## config.mk

```make
export PLATFORM = sky130hd
export DESIGN_NAME = ps2_move_decoder
export DESIGN_NICKNAME = d
export VERILOG_FILES = /design/src/rtl/ps2_move_decoder_pkg.sv /design/src/rtl/ps2_move_decoder_rx.sv /design/src/rtl/ps2_move_decoder.sv
export SDC_FILE = /design/constraint.sdc
export NUM_CORES = 1
export LEC_CHECK = 0
export ABC_AREA = 1
export CORE_AREA = 4 4 75 77
export CTS_BUF_LIST = sky130_fd_sc_hd__clkbuf_4 sky130_fd_sc_hd__clkbuf_8
export DETAILED_ROUTE_END_ITERATION = 10
export DIE_AREA = 0 0 79 81
export PLACE_DENSITY = 0.82
export SLEW_MARGIN = 25
export SYNTH_ARGS = -nofsm -noshare
export SYNTH_HDL_FRONTEND = slang
export SYNTH_SLANG_ARGS = --single-unit
```

## constraint.sdc

```tcl
create_clock -name clk -period 1.8 [get_ports clk]
set_input_delay 0.36 -clock clk [delete_from_list [all_inputs] [get_ports clk]]
set_output_delay 0.36 -clock clk [all_outputs]
set_load 0.03 [all_outputs]
```

## src/rtl/ps2_move_decoder_pkg.sv

```systemverilog
// Shared move encoding, PS/2 scan-code constants and the make-code map
// used by the PS/2 keyboard move decoder.
package ps2_move_decoder_pkg;

  typedef enum logic [2:0] {
    MV_NONE  = 3'd0,
    MV_UP    = 3'd1,
    MV_DOWN  = 3'd2,
    MV_LEFT  = 3'd3,
    MV_RIGHT = 3'd4,
    MV_PLAY  = 3'd5,
    MV_RESET = 3'd6
  } move_e;

  typedef enum logic [1:0] {
    RX_IDLE,
    RX_DATA,
    RX_PARITY,
    RX_STOP
  } rx_state_e;

  localparam logic [7:0] PS2_EXT   = 8'hE0;
  localparam logic [7:0] PS2_BRK   = 8'hF0;
  localparam logic [7:0] KEY_W     = 8'h1D;
  localparam logic [7:0] KEY_S     = 8'h1B;
  localparam logic [7:0] KEY_A     = 8'h1C;
  localparam logic [7:0] KEY_D     = 8'h23;
  localparam logic [7:0] KEY_SPACE = 8'h29;
  localparam logic [7:0] KEY_R     = 8'h2D;
  localparam logic [7:0] KEY_UP    = 8'h75;
  localparam logic [7:0] KEY_DOWN  = 8'h72;
  localparam logic [7:0] KEY_LEFT  = 8'h6B;
  localparam logic [7:0] KEY_RIGHT = 8'h74;

  // Keypad arrows arrive without the E0 prefix and fall through to MV_NONE.
  function automatic move_e map_make(input logic ext, input logic [7:0] code);
    move_e mv;
    mv = MV_NONE;
    if (ext) begin
      case (code)
        KEY_UP:    mv = MV_UP;
        KEY_DOWN:  mv = MV_DOWN;
        KEY_LEFT:  mv = MV_LEFT;
        KEY_RIGHT: mv = MV_RIGHT;
        default:   mv = MV_NONE;
      endcase
    end else begin
      case (code)
        KEY_W:     mv = MV_UP;
        KEY_S:     mv = MV_DOWN;
        KEY_A:     mv = MV_LEFT;
        KEY_D:     mv = MV_RIGHT;
        KEY_SPACE: mv = MV_PLAY;
        KEY_R:     mv = MV_RESET;
        default:   mv = MV_NONE;
      endcase
    end
    return mv;
  endfunction

endpackage

```

## src/rtl/ps2_move_decoder_rx.sv

```systemverilog
// PS/2 frame receiver: pin synchronizers, ps2_clk glitch filter, frame FSM
// with parity/start/stop checking and a mid-frame inactivity timeout.
module ps2_move_decoder_rx
  import ps2_move_decoder_pkg::*;
#(
  parameter int FILTER_LEN     = 8,
  parameter int TIMEOUT_CYCLES = 200000
) (
  input  logic       clk,
  input  logic       rst,
  input  logic       ps2_clk_i,
  input  logic       ps2_data_i,
  output logic [7:0] rx_byte_o,
  output logic       byte_valid_o,
  output logic       err_o
);

  localparam int CW = $clog2(FILTER_LEN + 1);
  localparam int TW = $clog2(TIMEOUT_CYCLES + 1);

  logic [1:0]    clk_sync_q, data_sync_q;
  logic          filt_q;
  logic [CW-1:0] filt_cnt_q;
  logic          strobe_q, data_smp_q;
  logic          filt_flip;

  rx_state_e     state_q, state_d;
  logic [2:0]    bit_cnt_q, bit_cnt_d;
  logic [7:0]    shift_q, shift_d;
  logic          par_ok_q, par_ok_d;
  logic [TW-1:0] timer_q, timer_d;
  logic          byte_valid_q, byte_valid_d;
  logic          err_q, err_d;

  assign filt_flip = (clk_sync_q[1] != filt_q) && (filt_cnt_q == CW'(FILTER_LEN - 1));

  // Idle bus level is high, so synchronizers and filter reset to 1 to avoid a
  // false falling edge straight out of reset.
  always_ff @(posedge clk) begin
    if (rst) begin
      clk_sync_q  <= 2'b11;
      data_sync_q <= 2'b11;
      filt_q      <= 1'b1;
      filt_cnt_q  <= '0;
      strobe_q    <= 1'b0;
      data_smp_q  <= 1'b1;
    end else begin
      // NOTE: all sequential state uses non-blocking assignment so every
      // register samples the pre-edge value of its neighbours.
      clk_sync_q  <= {clk_sync_q[0], ps2_clk_i};
      data_sync_q <= {data_sync_q[0], ps2_data_i};
      if (clk_sync_q[1] == filt_q) begin
        filt_cnt_q <= '0;
      end else if (filt_flip) begin
        filt_q     <= clk_sync_q[1];
        filt_cnt_q <= '0;
      end else begin
        filt_cnt_q <= filt_cnt_q + 1'b1;
      end
      strobe_q   <= filt_flip && filt_q;
      data_smp_q <= data_sync_q[1];
    end
  end

  always_ff @(posedge clk) begin
    if (rst) begin
      state_q      <= RX_IDLE;
      bit_cnt_q    <= '0;
      shift_q      <= '0;
      par_ok_q     <= 1'b0;
      timer_q      <= '0;
      byte_valid_q <= 1'b0;
      err_q        <= 1'b0;
    end else begin
      state_q      <= state_d;
      bit_cnt_q    <= bit_cnt_d;
      shift_q      <= shift_d;
      par_ok_q     <= par_ok_d;
      timer_q      <= timer_d;
      byte_valid_q <= byte_valid_d;
      err_q        <= err_d;
    end
  end

  always_comb begin
    // NOTE: every output of this block gets a default first, so no path can
    // leave a signal unassigned and infer a latch.
    state_d      = state_q;
    bit_cnt_d    = bit_cnt_q;
    shift_d      = shift_q;
    par_ok_d     = par_ok_q;
    timer_d      = timer_q;
    byte_valid_d = 1'b0;
    err_d        = 1'b0;
    if (strobe_q) begin
      timer_d = '0;
      case (state_q)
        RX_IDLE: begin
          if (!data_smp_q) begin
            state_d   = RX_DATA;
            bit_cnt_d = '0;
          end else begin
            err_d = 1'b1;
          end
        end
        RX_DATA: begin
          shift_d   = {data_smp_q, shift_q[7:1]};
          bit_cnt_d = bit_cnt_q + 3'd1;
          if (bit_cnt_q == 3'd7) state_d = RX_PARITY;
        end
        RX_PARITY: begin
          par_ok_d = ^{data_smp_q, shift_q};
          state_d  = RX_STOP;
        end
        RX_STOP: begin
          if (data_smp_q && par_ok_q) byte_valid_d = 1'b1;
          else                        err_d        = 1'b1;
          state_d = RX_IDLE;
        end
        default: state_d = RX_IDLE;
      endcase
    end else if (state_q != RX_IDLE) begin
      // A strobe in the expiry cycle takes the branch above, so it wins.
      if (timer_q == TW'(TIMEOUT_CYCLES - 1)) begin
        state_d = RX_IDLE;
        timer_d = '0;
        err_d   = 1'b1;
      end else begin
        timer_d = timer_q + 1'b1;
      end
    end
  end

  assign rx_byte_o    = shift_q;
  assign byte_valid_o = byte_valid_q;
  assign err_o        = err_q;

endmodule

```

## src/rtl/ps2_move_decoder.sv

```systemverilog
// Turns PS/2 make codes into single-cycle game move pulses; tracks the E0/F0
// prefixes and exposes the last good byte for debug.
module ps2_move_decoder
  import ps2_move_decoder_pkg::*;
#(
  parameter int FILTER_LEN     = 8,
  parameter int TIMEOUT_CYCLES = 200000
) (
  input  logic       clk,
  input  logic       rst,
  input  logic       ps2_clk,
  input  logic       ps2_data,
  output logic [2:0] move,
  output logic       frame_err,
  output logic [7:0] scan_code
);

  logic [7:0] rx_byte;
  logic       rx_valid, rx_err;

  move_e      move_q, move_d;
  logic       err_q;
  logic [7:0] scan_q, scan_d;
  logic       ext_q, ext_d, brk_q, brk_d;

  ps2_move_decoder_rx #(
    .FILTER_LEN    (FILTER_LEN),
    .TIMEOUT_CYCLES(TIMEOUT_CYCLES)
  ) u_rx (
    .clk         (clk),
    .rst         (rst),
    .ps2_clk_i   (ps2_clk),
    .ps2_data_i  (ps2_data),
    .rx_byte_o   (rx_byte),
    .byte_valid_o(rx_valid),
    .err_o       (rx_err)
  );

  always_comb begin
    move_d = MV_NONE;
    scan_d = scan_q;
    ext_d  = ext_q;
    brk_d  = brk_q;
    if (rx_valid) begin
      scan_d = rx_byte;
      if (rx_byte == PS2_EXT) begin
        ext_d = 1'b1;
      end else if (rx_byte == PS2_BRK) begin
        brk_d = 1'b1;
      end else if (brk_q) begin
        brk_d = 1'b0;
        ext_d = 1'b0;
      end else begin
        move_d = map_make(ext_q, rx_byte);
        ext_d  = 1'b0;
      end
    end
  end

  // rx_valid and rx_err never coincide, so move and frame_err stay exclusive.
  always_ff @(posedge clk) begin
    if (rst) begin
      move_q <= MV_NONE;
      err_q  <= 1'b0;
      scan_q <= 8'h00;
      ext_q  <= 1'b0;
      brk_q  <= 1'b0;
    end else begin
      move_q <= move_d;
      err_q  <= rx_err;
      scan_q <= scan_d;
      ext_q  <= ext_d;
      brk_q  <= brk_d;
    end
  end

  assign move      = move_q;
  assign frame_err = err_q;
  assign scan_code = scan_q;

endmodule

```

Yosys cells after proc, flatten, opt, wreduce, memory -nomap -nowiden
Cells that the tools add are included.
W data, S select, Z words.
Cells by class
  $add $sub $neg: 3
  multipliers: 0
  divide/modulo/power cells: 0
  $lt $le $gt $ge: 0
  equal/unequal tests: 24
  shifts and indexed selects: 0
  multiplexer cells: 22
  bitwise operators: 5
  reduce and logical (&&, ||, !) cells: 20
Operators by type and width (count)
  $eq A8 B7 Y1 const B: 4
  $eq A8 B5 Y1 const B: 3
  $eq A8 B6 Y1 const B: 3
  $add A18 B1 Y18 const B: 1
  $eq A18 B18 Y1 const B: 1
  $mux W18: 1
  $pmux W3 S6: 1
  $eq A8 B8 Y1 const B: 2
  $pmux W3 S4: 1
  $mux W2: 5
  $reduce_and A2 Y1: 5
  $mux W1: 9
  $reduce_xor A9 Y1: 1
  $pmux W2 S4: 1
  $reduce_bool A2 Y1: 4
  $mux W3: 2
  $ne A3 B3 Y1 const B: 2
  $pmux W3 S2: 1
  $reduce_or A3 Y1: 2
  $not A1 Y1: 5
  $reduce_or A5 Y1: 1
  $add A4 B1 Y4 const B: 1
  $eq A2 B2 Y1 const B: 2
  $eq A4 B3 Y1 const B: 1
  12 further kinds: 15
Storage, ports and cells
  register bits after elaboration: 59
  bits in latches: 0
  memory bits (writable): 0
  ROM bits: 0
  output and inout bits: 12
  logic and storage cells: 92
  memories: 0

Logic depth before layout (Yosys ltp)
Gate-level depths: netlist of the first run.
  depth in word-level cells: 4
  gate-level depth with buffers: 10

By module
A second synthesis of the first run with hierarchy kept.
Unflattened totals
  cell total of the unflattened synthesis: 413
  area total of the unflattened synthesis: 2899.0 um^2
By module, submodules not included
  ps2_move_decoder_rx: times used 1, cells each 298, area each 2187.1 um^2, sequential area each 900.9 um^2
  ps2_move_decoder: times used 1, cells each 115, area each 711.9 um^2, sequential area each 280.3 um^2

Worst setup path after synthesis of the first run
Ideal clock, no wire load.
  path type: register -> register
  start point: register u_rx.state_q[0]
  end point: register u_rx.timer_q[11]
  library setup time: 0.113 ns
  data arrival time: 1.324 ns
  required time: 1.687 ns
  setup slack: 0.363 ns
  stages on the path, launching flop included: 11
  buffers on the path: 0
  clock period less this slack: 1.437 ns
  cell sequence: dfxtp_1 > inv_1 > ha_1 > inv_2 > nand3_2 > nor2_4 > inv_2 > nor2_4 > nor2_4 > inv_4 > nor2_1
Between the ends
  cells in the longest elaborated chain, start to end: 1
RTL lines
  from (decl): line ps2_move_decoder_rx.sv:27  | rx_state_e state_q, state_d;
  from (signal assigned): line ps2_move_decoder_rx.sv:75  | state_q <= state_d;
  $reduce_bool A2 Y1: line ps2_move_decoder_rx.sv:122  | end else if (state_q != RX_IDLE) begin
  to (signal assigned): line ps2_move_decoder_rx.sv:79  | timer_q <= timer_d;
  to (decl): line ps2_move_decoder_rx.sv:31  | logic [TW-1:0] timer_q, timer_d;
No other way between the ends.
A chain may end at the register's enable or synchronous reset.

Worst setup path after layout of the first run
  start point: register scan_q[3], in the netlist scan_code[3]
  end point: output port scan_code[3]
RTL lines
  from (decl): line ps2_move_decoder.sv:23  | logic [7:0] scan_q, scan_d;
  from (signal assigned): line ps2_move_decoder.sv:71  | scan_q <= scan_d;
  to (decl): line ps2_move_decoder.sv:15  | output logic [7:0] scan_code
No word-level cell between the ends.

==> metrics.csv, run 1 <==
stage,metric,value,unit
run_status,status,"finished, final reports clean",
global_route,overflow,0,
timing,fin_skew,6.768,ps
setup_path,crit_buf_inv,1,
route,routed_wl,5719,um
route,ant_nets,0,
placement,gp_congestion,0.8632,
clocking,cts_buffers,9,
timing,setup_tns,0,ps
logic_synthesis,syn_avg_cell_area,7.775,um2
timing,min_period,1710,ps
setup_path,path_cells,clkdlybuf4s50_1,
setup_path,crit_required,1440,ps
setup_path,critPathTopFamily,buffers and inverters,
finish,final_common_cell,dfxtp_1,
power_and_ir_drop,clkPwrFrac,0.473,
logic_synthesis,yosysSeqAreaShare,0.4062,
clocking,cts_hold_buf,0,
clocking,cts-htree-levels,3,
clocking,clk_latency,350,ps
route,via_per_inst,5.011,
power_and_ir_drop,max-vdd-ir-drop,0.6175,mV
timing,period_share,0.9499,
finish,syn2layout_area_growth,15.49,%
route,drcViolationCount,0,
timing,fmax,0.5849,GHz
finish,nets,426,
route,vias,2375,
logic_synthesis,ys_warn_count,0,
floorplanning,fp.coreArea,5010,um2
floorplanning,io_pins,16,
floorplanning,start_util,0.5804,
min_path,min_path_type,register to register,
setup_path,crit_fanout,2,
run,drv_cap,0,
clocking,cts_tree,done,
placement,portBuffers,15,
setup_path,crit_arrival,1350,ps
power_and_ir_drop,comb_power_share,0.019,
setup_path,worstSetupPathType,register to output port,
timing,finalHoldViolations,0,
setup_path,cp_slowest_cell,clkdlybuf4s50_1,
power_and_ir_drop,p_int,1.975,mW
clocking,clock_path_buffers,2,
clocking,cts_root_buffer,clkbuf_8,
power_and_ir_drop,p_sw_frac,0.2362,
global_route,track_usage,0.2021,
logic_synthesis,syn_area,2908,um2
setup_path,end_kind,output port,
global_route,grt_pass1_vias,2433,
route,dr.pass1.iters,4,
power_and_ir_drop,fin_total_pwr,2.585,mW
logic_synthesis,synth.net_count,401,
power_and_ir_drop,leakagePower,1.429,nW
global_route,grt_max_degree,21,
timing,rsz0062_at_grt,no,
timing,setup_violations,0,
finish,drive_gt1_frac,0.1485,
setup_path,slowest_delay,670,ps
route,avgRoutedWirePerCell,12.07,um
placement,dp_hpwl,4163,um
clocking,cts.sinks,59,
global_route,antenna_found_initial,0,
floorplanning,dieHeight,81,um
floorplanning,die_width,79,um
setup_path,cp.depth,1,
finish,mostFrequentLayoutCells,"dfxtp_1, nand2_1, nor2_1, inv_1, a21oi_1",
global_route,grt_pass1_wl,10120,um
power_and_ir_drop,powerDensity,769.8,nW/um2
logic_synthesis,yosysUniqueCellTypes,30,
timing,slew-limit-headroom,0.6809,
power_and_ir_drop,share_seq_of_total_power,0.508,
clocking,cts.reportedPaths.clkPinSlew,70,ps
finish,n_antenna_cell,0,
setup_path,r2r_cells,10,
logic_synthesis,syn-instance-count,374,
timing,slew_violations,0,
floorplanning,fp-row-count,26,
floorplanning,dieArea,6399,um2
finish,fillers,455,
timing,tightest_slew,477.5,ps
min_path,worstHoldPathCells,1,
setup_path,startpoint_type,register,
route,drt_iter0_markers,90,
power_and_ir_drop,p_sw,0.6107,mW
logic_synthesis,synth-seq-cells,59,
area by class of cell:
type,count,area (um2),share of cell area
repair buffers,20,187.7,0.05589
clock buffers,9,123.9,0.03689
flip-flops and latches,59,1181,0.3517
multi-input cells,257,1504,0.4478
clock inverters,7,76.32,0.02273
well taps,70,87.58,0.02608
inverters,52,197.7,0.05887
final timing paths:
path | startpoint | to | slack [ps]
worst max-delay path | scan_code[3] | scan_code[3] | 90
worst min-delay path | u_rx.clk_sync_q[0] | u_rx.clk_sync_q[1] | 410
worst max register to register | u_rx.state_q[1] | u_rx.timer_q[11] | 170
worst min register to register | u_rx.clk_sync_q[0] | u_rx.clk_sync_q[1] | 410
power groups by stage:
| stage | combinational [mW] | clock (mW) | sequential (mW) |
|---|---|---|---|
| 2_1_floorplan | 0.0289 | 0 | 1.34 |
| 3_3_place_gp | 0.0481 | 0 | 1.34 |
| 3_5_place_dp | 0.0495 | 0 | 1.34 |
| 4_1_cts | 0.0501 | 1.25 | 1.31 |
| 5_1_grt | 0.0550 | 1.30 | 1.31 |
| 6_report | 0.0494 | 1.22 | 1.31 |
per-layer routing:
layer / wire, um / vias to the layer above / global-route usage
met1: 2409 / 1076 / 0.2134
met4: 193 / 0 / 0.1237
li1: - / 1238 / -
met3: 204 / 20 / 0.04102
met5: 0 / - / 0
met2: 2912 / 41 / 0.3695
metrics by stage:
| stage | utilization | worst slack, ps | instance area (um2) | instances | hold WS (ps) |
|---|---|---|---|---|---|
| floorplan | - | 362.9 | 2908 | 374 | 388.3 |
| global placement | 0.6289 | 162.2 | 3151 | 457 | 390.9 |
| detailed placement | 0.6289 | 143.0 | 3151 | 457 | 395.9 |
| CTS | 0.6688 | 68.22 | 3351 | 473 | 414.0 |
| global route | 0.6703 | 16.80 | 3358 | 474 | 432.4 |
| finish | 0.6703 | 90.17 | 3358 | 474 | 411.2 |
sequential cells by signal, indices dropped and copies added, names as in the netlist, 3 cells and up:
signal and cells:
move 3, u_rx.bit_cnt_q 3, scan_code 8, u_rx.filt_cnt_q 4, u_rx.rx_byte_o 8, u_rx.timer_q 18
repair_timing:
action	4_1_cts	5_1_grt
endpoints found under the setup margin	0	1
buffers inserted	0	1
gates resized for setup	0	0
synthesized netlist by cell type:
cell	n	area share
inv_2	9	0.012
nand3_1	25	0.043
o21ai_1	2	0.0034
nor2_4	6	0.023
nand2_1	56	0.072
nor3b_1	1	0.0026
inv_4	1	0.0022
inv_1	42	0.054
nor2_2	7	0.015
nand4_1	2	0.0043
o21bai_1	1	0.0026
clkbuf_1	4	0.0052
a21oi_1	27	0.046
xor2_1	11	0.033
dfxtp_1	59	0.41
or2_2	5	0.011
and2_1	1	0.0022
nor4_2	1	0.0043
or2_1	1	0.0022
nand3b_1	1	0.0026
o211a_1	3	0.010
xnor2_1	3	0.0090
buf_2	2	0.0034
nand3_2	3	0.010
nand4_2	1	0.0043
nor2_1	44	0.057
nor3_1	4	0.0069
ha_1	23	0.099
nand2_2	6	0.013
o21ai_0	23	0.040
logic make-up after synthesis:
family | share of synthesized area
DFF | 0.4062
buffers and inverters | 0.07659
adders and majority gates | 0.09897
xor gates and xnor gates | 0.04217
and+or+nand+nor | 0.2737
AOI/OAI and AO/OA | 0.1024
Note: power is estimated with default switching activity, not from simulation.
==> run 2, diff against run 1 <==
--- a/config.mk
+++ b/config.mk
@@ -8,6 +8,7 @@
 export ABC_AREA = 1
 export CORE_AREA = 4 4 75 77
 export CTS_BUF_LIST = sky130_fd_sc_hd__clkbuf_4 sky130_fd_sc_hd__clkbuf_8
+export CTS_CLUSTER_SIZE = 28
 export DETAILED_ROUTE_END_ITERATION = 10
 export DIE_AREA = 0 0 79 81
 export PLACE_DENSITY = 0.82
==> constraint.sdc (replaced) <==
create_clock -name clk -period 1.6 [get_ports clk]
set_input_delay 0.32 -clock clk [delete_from_list [all_inputs] [get_ports clk]]
set_output_delay 0.32 -clock clk [all_outputs]
set_load 0.03 [all_outputs]
==> metrics.csv, run 2 (synthesized netlist as in run 1, its figures left out) <==
stage,metric,value,unit,change
setup_path,crit_end,u_rx.par_ok_q,,
floorplanning,fp.coreArea,5010,um2,unchanged
timing,slew-limit-headroom,0.6789,,-0.001956
power_and_ir_drop,share_seq_of_total_power,0.514,,+0.006
run_status,status,"finished, final reports clean",,
global_route,antenna_found_initial,0,,unchanged
clocking,cts_hold_buf,0,,unchanged
power_and_ir_drop,powerDensity,842.1,nW/um2,+9.4%
finish,nets,433,,+1.6%
min_path,min_path_type,register to register,,
clocking,cts-htree-levels,3,,unchanged
setup_path,r2r_end,u_rx.par_ok_q,,
finish,mostFrequentLayoutCells,"dfxtp_1, nand2_1, inv_1, nor2_1, a21oi_1",,
setup_path,reg2reg_from,u_rx.rx_byte_o[2],,
clocking,cts_root_buffer,clkbuf_8,,
timing,period_share,0.9398,,
floorplanning,start_util,0.5804,,unchanged
timing,setup_violations,0,,unchanged
setup_path,end_kind,register,,
setup_path,reg2reg_slack,100,ps,-70 ps
setup_path,cp_slowest_cell,dfxtp_4,,
setup_path,crit_path_frequent_cell,inv_1,,
timing,fmax,0.6650,GHz,
route,via_per_inst,5.008,,about the same
route,drt_iter0_markers,79,,-12%
setup_path,crit_arrival,1740,ps,+390 ps
route,drcViolationCount,0,,unchanged
clocking,cts_tree,done,,
global_route,overflow,0,,unchanged
route,ant_nets,0,,unchanged
setup_path,worstSetupPathType,register to register,,
finish,final_cells,481,,+1.5%
placement,dp_hpwl,4103,um,-1.4%
route,vias,2409,,+1.4%
setup_path,crit_start,u_rx.rx_byte_o[2],,
placement,gp_congestion,0.8509,,-1.4%
clocking,cts.sinks,59,,unchanged
power_and_ir_drop,p_int,2.231,mW,+13%
floorplanning,io_pins,16,,unchanged
power_and_ir_drop,comb_power_share,0.020,,about the same
clocking,clock_path_buffers,2,,unchanged
power_and_ir_drop,max-vdd-ir-drop,0.6987,mV,+13%
setup_path,slowest_delay,370,ps,-300 ps
timing,setup_tns,0,ps,unchanged
power_and_ir_drop,leakagePower,1.514,nW,+5.9%
finish,drive_gt1_frac,0.1727,,+0.02423
run,drv_cap,0,,unchanged
power_and_ir_drop,p_sw_frac,0.2224,,-0.01387
floorplanning,dieHeight,81,um,unchanged
timing,slew_violations,0,,unchanged
route,dr.pass1.iters,4,,unchanged
global_route,track_usage,0.1961,,-0.006028
route,avgRoutedWirePerCell,11.63,um,-3.6%
global_route,grt_pass1_wl,9770,um,-3.5%
setup_path,crit_fanout,4,,+2
timing,fin_skew,7.881,ps,+1.112 ps
clocking,clk_latency,340,ps,about the same
timing,rsz0062_at_grt,no,,
floorplanning,fp-row-count,26,,unchanged
clocking,cts_buffers,9,,unchanged
setup_path,startpoint_type,register,,
finish,final_common_cell,dfxtp_1,,
clocking,cts.reportedPaths.clkPinSlew,70,ps,about the same
floorplanning,dieArea,6399,um2,unchanged
finish,largest_reg_flops,18,,unchanged
finish,syn2layout_area_growth,17.17,%,
finish,n_antenna_cell,0,,unchanged
global_route,grt_max_degree,21,,unchanged
placement,dp_cells,465,,+1.8%
global_route,grt_pass1_vias,2352,,-3.3%
route,routed_wl,5594,um,-2.2%
placement,portBuffers,15,,unchanged
timing,finalHoldViolations,0,,unchanged
power_and_ir_drop,clkPwrFrac,0.466,,-0.007
setup_path,crit_required,1840,ps,+400 ps
timing,tightest_slew,480.4,ps,+2.927 ps
setup_path,r2r_cells,8,,-2
finish,max_flop_register,u_rx.timer_q,,
power_and_ir_drop,p_sw,0.6380,mW,+4.5%
min_path,worstHoldPathCells,1,,unchanged
timing,min_period,1504,ps,
floorplanning,die_width,79,um,unchanged
setup_path,path_cells,inv_1 > ha_1 > xnor2_1 > or2_1 > nand3_1 > nand3b_1 > nand2_1 > inv_1,,
==> run 2: final cells by class <==
| class | instances | area [um2] |
|---|---|---|
| timing repair buffer | 27 | 225.2 |
| tap | 70 | 87.58 |
| clock buffer | 10 | 131.4 |
| inverter | 52 | 200.2 |
| sequential | 59 | 1185 |
| multi-input combinational | 257 | 1511 |
| clock inverter | 6 | 66.31 |
| fill | 439 | 1603 |
==> run 2: what timing repair did <==
item                                    4_1_cts  5_1_grt
gates resized for setup                      12        6
endpoints found under the setup margin       12       19
gates cloned                                  0        0
hold endpoints to repair                      0        0
setup buffers                                 0        0
==> run 2: worst min path at each step <==
stage | startpoint | to
final | u_rx.clk_sync_q[0] | u_rx.clk_sync_q[1]
after global routing | u_rx.data_sync_q[1] | u_rx.data_smp_q
after CTS | u_rx.data_sync_q[1] | u_rx.data_smp_q
after detailed placement | u_rx.data_sync_q[1] | u_rx.data_smp_q
after global placement | u_rx.clk_sync_q[0] | u_rx.clk_sync_q[1]
after floorplan | u_rx.err_o | frame_err
==> run 2: metal layers <==
layer,GRT usage,wire length (um)
met3,0.06652,196
met5,0,0
met2,0.3603,2893
met1,0.2026,2414
met4,0.08591,90
==> run 2: worst max-delay path, delay by kind of cell, from the launching register on <==
kind | cells | cell delay, ps
flip-flops | 1 | 370
AND/OR/NAND/NOR | 4 | 450
buffers and inverters | 2 | 120
adder cells (fa/ha/maj) | 1 | 320
XOR/XNOR | 1 | 140
==> run 2: through the flow <==
stage | power (mW) | setup slack [ps] | utilization | instance area, um2 | hold WS (ps)
2_1_floorplan | 1.542 | 162.9 | - | 2908 | 388.3
3_3_place_gp | 1.566 | 39.14 | 0.6409 | 3211 | 390.6
4_1_cts | 2.901 | 29.80 | 0.6773 | 3393 | 406.4
5_1_grt | 2.979 | 1.666 | 0.6801 | 3407 | 422.4
3_5_place_dp | 1.567 | 11.21 | 0.6409 | 3211 | 392.8
6_report | 2.869 | 96.27 | 0.6801 | 3407 | 408.5
==> run 2: power groups by stage <==
stage,Sequential (mW),Combinational [mW],Clock [mW]
finish,1.48,0.0567,1.34
global route,1.47,0.0624,1.44
CTS,1.48,0.0567,1.37
detailed placement,1.51,0.0566,0
global placement,1.51,0.0554,0
floorplan,1.51,0.0325,0
==> run 3, diff against run 2 <==
--- a/config.mk
+++ b/config.mk
@@ -6,11 +6,11 @@
 export NUM_CORES = 1
 export LEC_CHECK = 0
 export ABC_AREA = 1
-export CORE_AREA = 4 4 75 77
+export CORE_AREA = 2 2 73 75
 export CTS_BUF_LIST = sky130_fd_sc_hd__clkbuf_4 sky130_fd_sc_hd__clkbuf_8
-export CTS_CLUSTER_SIZE = 28
 export DETAILED_ROUTE_END_ITERATION = 10
-export DIE_AREA = 0 0 79 81
+export DIE_AREA = 0 0 75 77
+export GPL_TIMING_DRIVEN = 0
 export PLACE_DENSITY = 0.82
 export SLEW_MARGIN = 25
 export SYNTH_ARGS = -nofsm -noshare
==> metrics.csv, run 3 (synthesized netlist as in run 1, its figures left out) <==
stage,metric,value,unit,change
timing,fmax,0.6646,GHz,about the same
timing,min_period,1505,ps,+0.8582 ps
global_route,grt_pass1_wl,9804,um,+0.35%
route,routed_wl,5666,um,+1.3%
finish,max_flop_register,u_rx.timer_q,,
finish,final_cells,476,,-1.0%
clocking,clk_latency,340,ps,about the same
timing,setup_violations,0,,unchanged
clocking,cts.sinks,59,,unchanged
global_route,antenna_found_initial,0,,unchanged
finish,nets,428,,-1.2%
floorplanning,dieHeight,77,um,-4.9%
setup_path,crit_arrival,1780,ps,+40 ps
finish,final_core_util,0.6870,,+0.006959
clocking,cts.reportedPaths.clkPinSlew,70,ps,about the same
placement,dp_cells,459,,-1.3%
clocking,cts_tree,done,,
timing,slew_violations,0,,unchanged
timing,layout_setup_ws,95.41,ps,-0.8582 ps
route,drt_iter0_markers,101,,+28%
timing,fin_skew,7.057,ps,-0.8237 ps
timing,slew-limit-headroom,0.6823,,+0.003364
global_route,grt_max_degree,11,,-48%
clocking,cts_root_buffer,clkbuf_8,,
timing,finalHoldViolations,0,,unchanged
placement,placed_area,3146,um2,-2.0%
power_and_ir_drop,powerDensity,935.1,nW/um2,+11%
route,dr.pass1.iters,4,,unchanged
timing,tightest_slew,471.6,ps,-8.866 ps
finish,drive_gt1_frac,0.1650,,-0.007725
setup_path,crit_required,1880,ps,+40 ps
route,drcViolationCount,0,,unchanged
timing,period_share,0.9404,,about the same
min_path,min_path_type,register to register,,
setup_path,startpoint_type,register,,
route,avgRoutedWirePerCell,11.90,um,+2.4%
clocking,cts-htree-levels,3,,unchanged
power_and_ir_drop,leakagePower,1.516,nW,about the same
route,via_per_inst,5.040,,+0.63%
placement,gp_congestion,0.8785,,+3.2%
setup_path,crit_fanout,7,,+3
floorplanning,fp.coreArea,4977,um2,-0.65%
run_status,status,"finished, final reports clean",,
power_and_ir_drop,max-vdd-ir-drop,0.7467,mV,+6.9%
placement,dp_hpwl,4075,um,-0.68%
global_route,grt_pass1_vias,2332,,-0.85%
floorplanning,fp-row-count,26,,unchanged
floorplanning,die_width,75,um,-5.1%
finish,largest_reg_flops,18,,unchanged
finish,n_antenna_cell,0,,unchanged
route,ant_nets,0,,unchanged
route,vias,2399,,-0.42%
run,drv_cap,0,,unchanged
finish,syn2layout_area_growth,17.60,%,
floorplanning,start_util,0.5842,,+0.003794
global_route,overflow,0,,unchanged
finish,fillers,407,,-7.3%
timing,hold_slack,401.3,ps,-7.204 ps
global_route,track_usage,0.2211,,+0.02504
placement,portBuffers,15,,unchanged
finish,mostFrequentLayoutCells,"nand2_1, dfxtp_1, nor2_1, inv_1, a21oi_1",,
finish,design_area,3420,um2,+0.37%
setup_path,end_kind,register,,
setup_path,worstSetupPathType,register to register,,
clocking,cts_buffers,9,,unchanged
clocking,clock_path_buffers,2,,unchanged
floorplanning,io_pins,16,,unchanged
placement,pre_cts_slack,-129.8,ps,-141.0 ps
clocking,cts_hold_buf,0,,unchanged
floorplanning,dieArea,5775,um2,-9.8%
==> run 3: cell types whose count changed in the layout (fill, tap and decap cells not counted), sizes merged <==
cell	change
clkinvlp	-3
clkbuf	+5
bufinv	+2
buf	-9
==> run 3: worst paths after layout <==
path                        start               end  slack [ps]  cells past startpoint
setup / recovery  u_rx.state_q[1]  u_rx.timer_q[11]         100                      9
hold / removal         u_rx.err_o         frame_err         400                      2
hold reg to reg        u_rx.err_o         frame_err         400                      2
setup reg to reg  u_rx.state_q[1]  u_rx.timer_q[11]         100                      9
==> run 3: layout make-up <==
cell class	count	area [um2]	area share
clock buffer	11	145.1	0.04244
timing repair buffer	16	142.6	0.04171
buffer	6	25.02	0.007318
tap	70	87.58	0.02561
inverter	52	200.2	0.05854
sequential	59	1186	0.3469
multi-input combinational	257	1533	0.4482
clock inverter	5	100.1	0.02927
==> run 3: power by group <==
| part | switching [mW] | internal (mW) |
|---|---|---|
| Combinational | 0.0327 | 0.0192 |
| Sequential | 0.00297 | 1.47 |
| Clock | 0.579 | 1.09 |
==> run 3: critical path, cell delays in order, from the launching register on <==
cell      delay (ps)
dfxtp_2          360
inv_1            100
ha_4             200
inv_4            100
nand4_2          140
inv_2            110
nand2_2           80
o21bai_1         210
nand2_1           70
nor2_1            80
==> run 3: metrics by stage <==
step / setup TNS (ps) / power, mW
global route: -17.14 / 3.301
finish: 0 / 3.198
floorplan: 0 / 1.542
global placement: -1779 / 1.561
CTS: -16.88 / 3.233
detailed placement: -2453 / 1.563
==> run 3: timing repair <==
| item | in CTS | in global routing |
|---|---|---|
| setup endpoints to repair | 25 | 22 |
| resized for setup | 15 | 9 |
| pin swaps | 0 | 1 |
| hold endpoints to repair | 0 | 0 |
| setup buffers | 1 | 0 |
==> run 3: metal layers <==
metal	track usage	wire (um)
met1	0.2486	2530
met2	0.3754	2863
met3	0.05125	156
met4	0.1179	115
met5	0	0
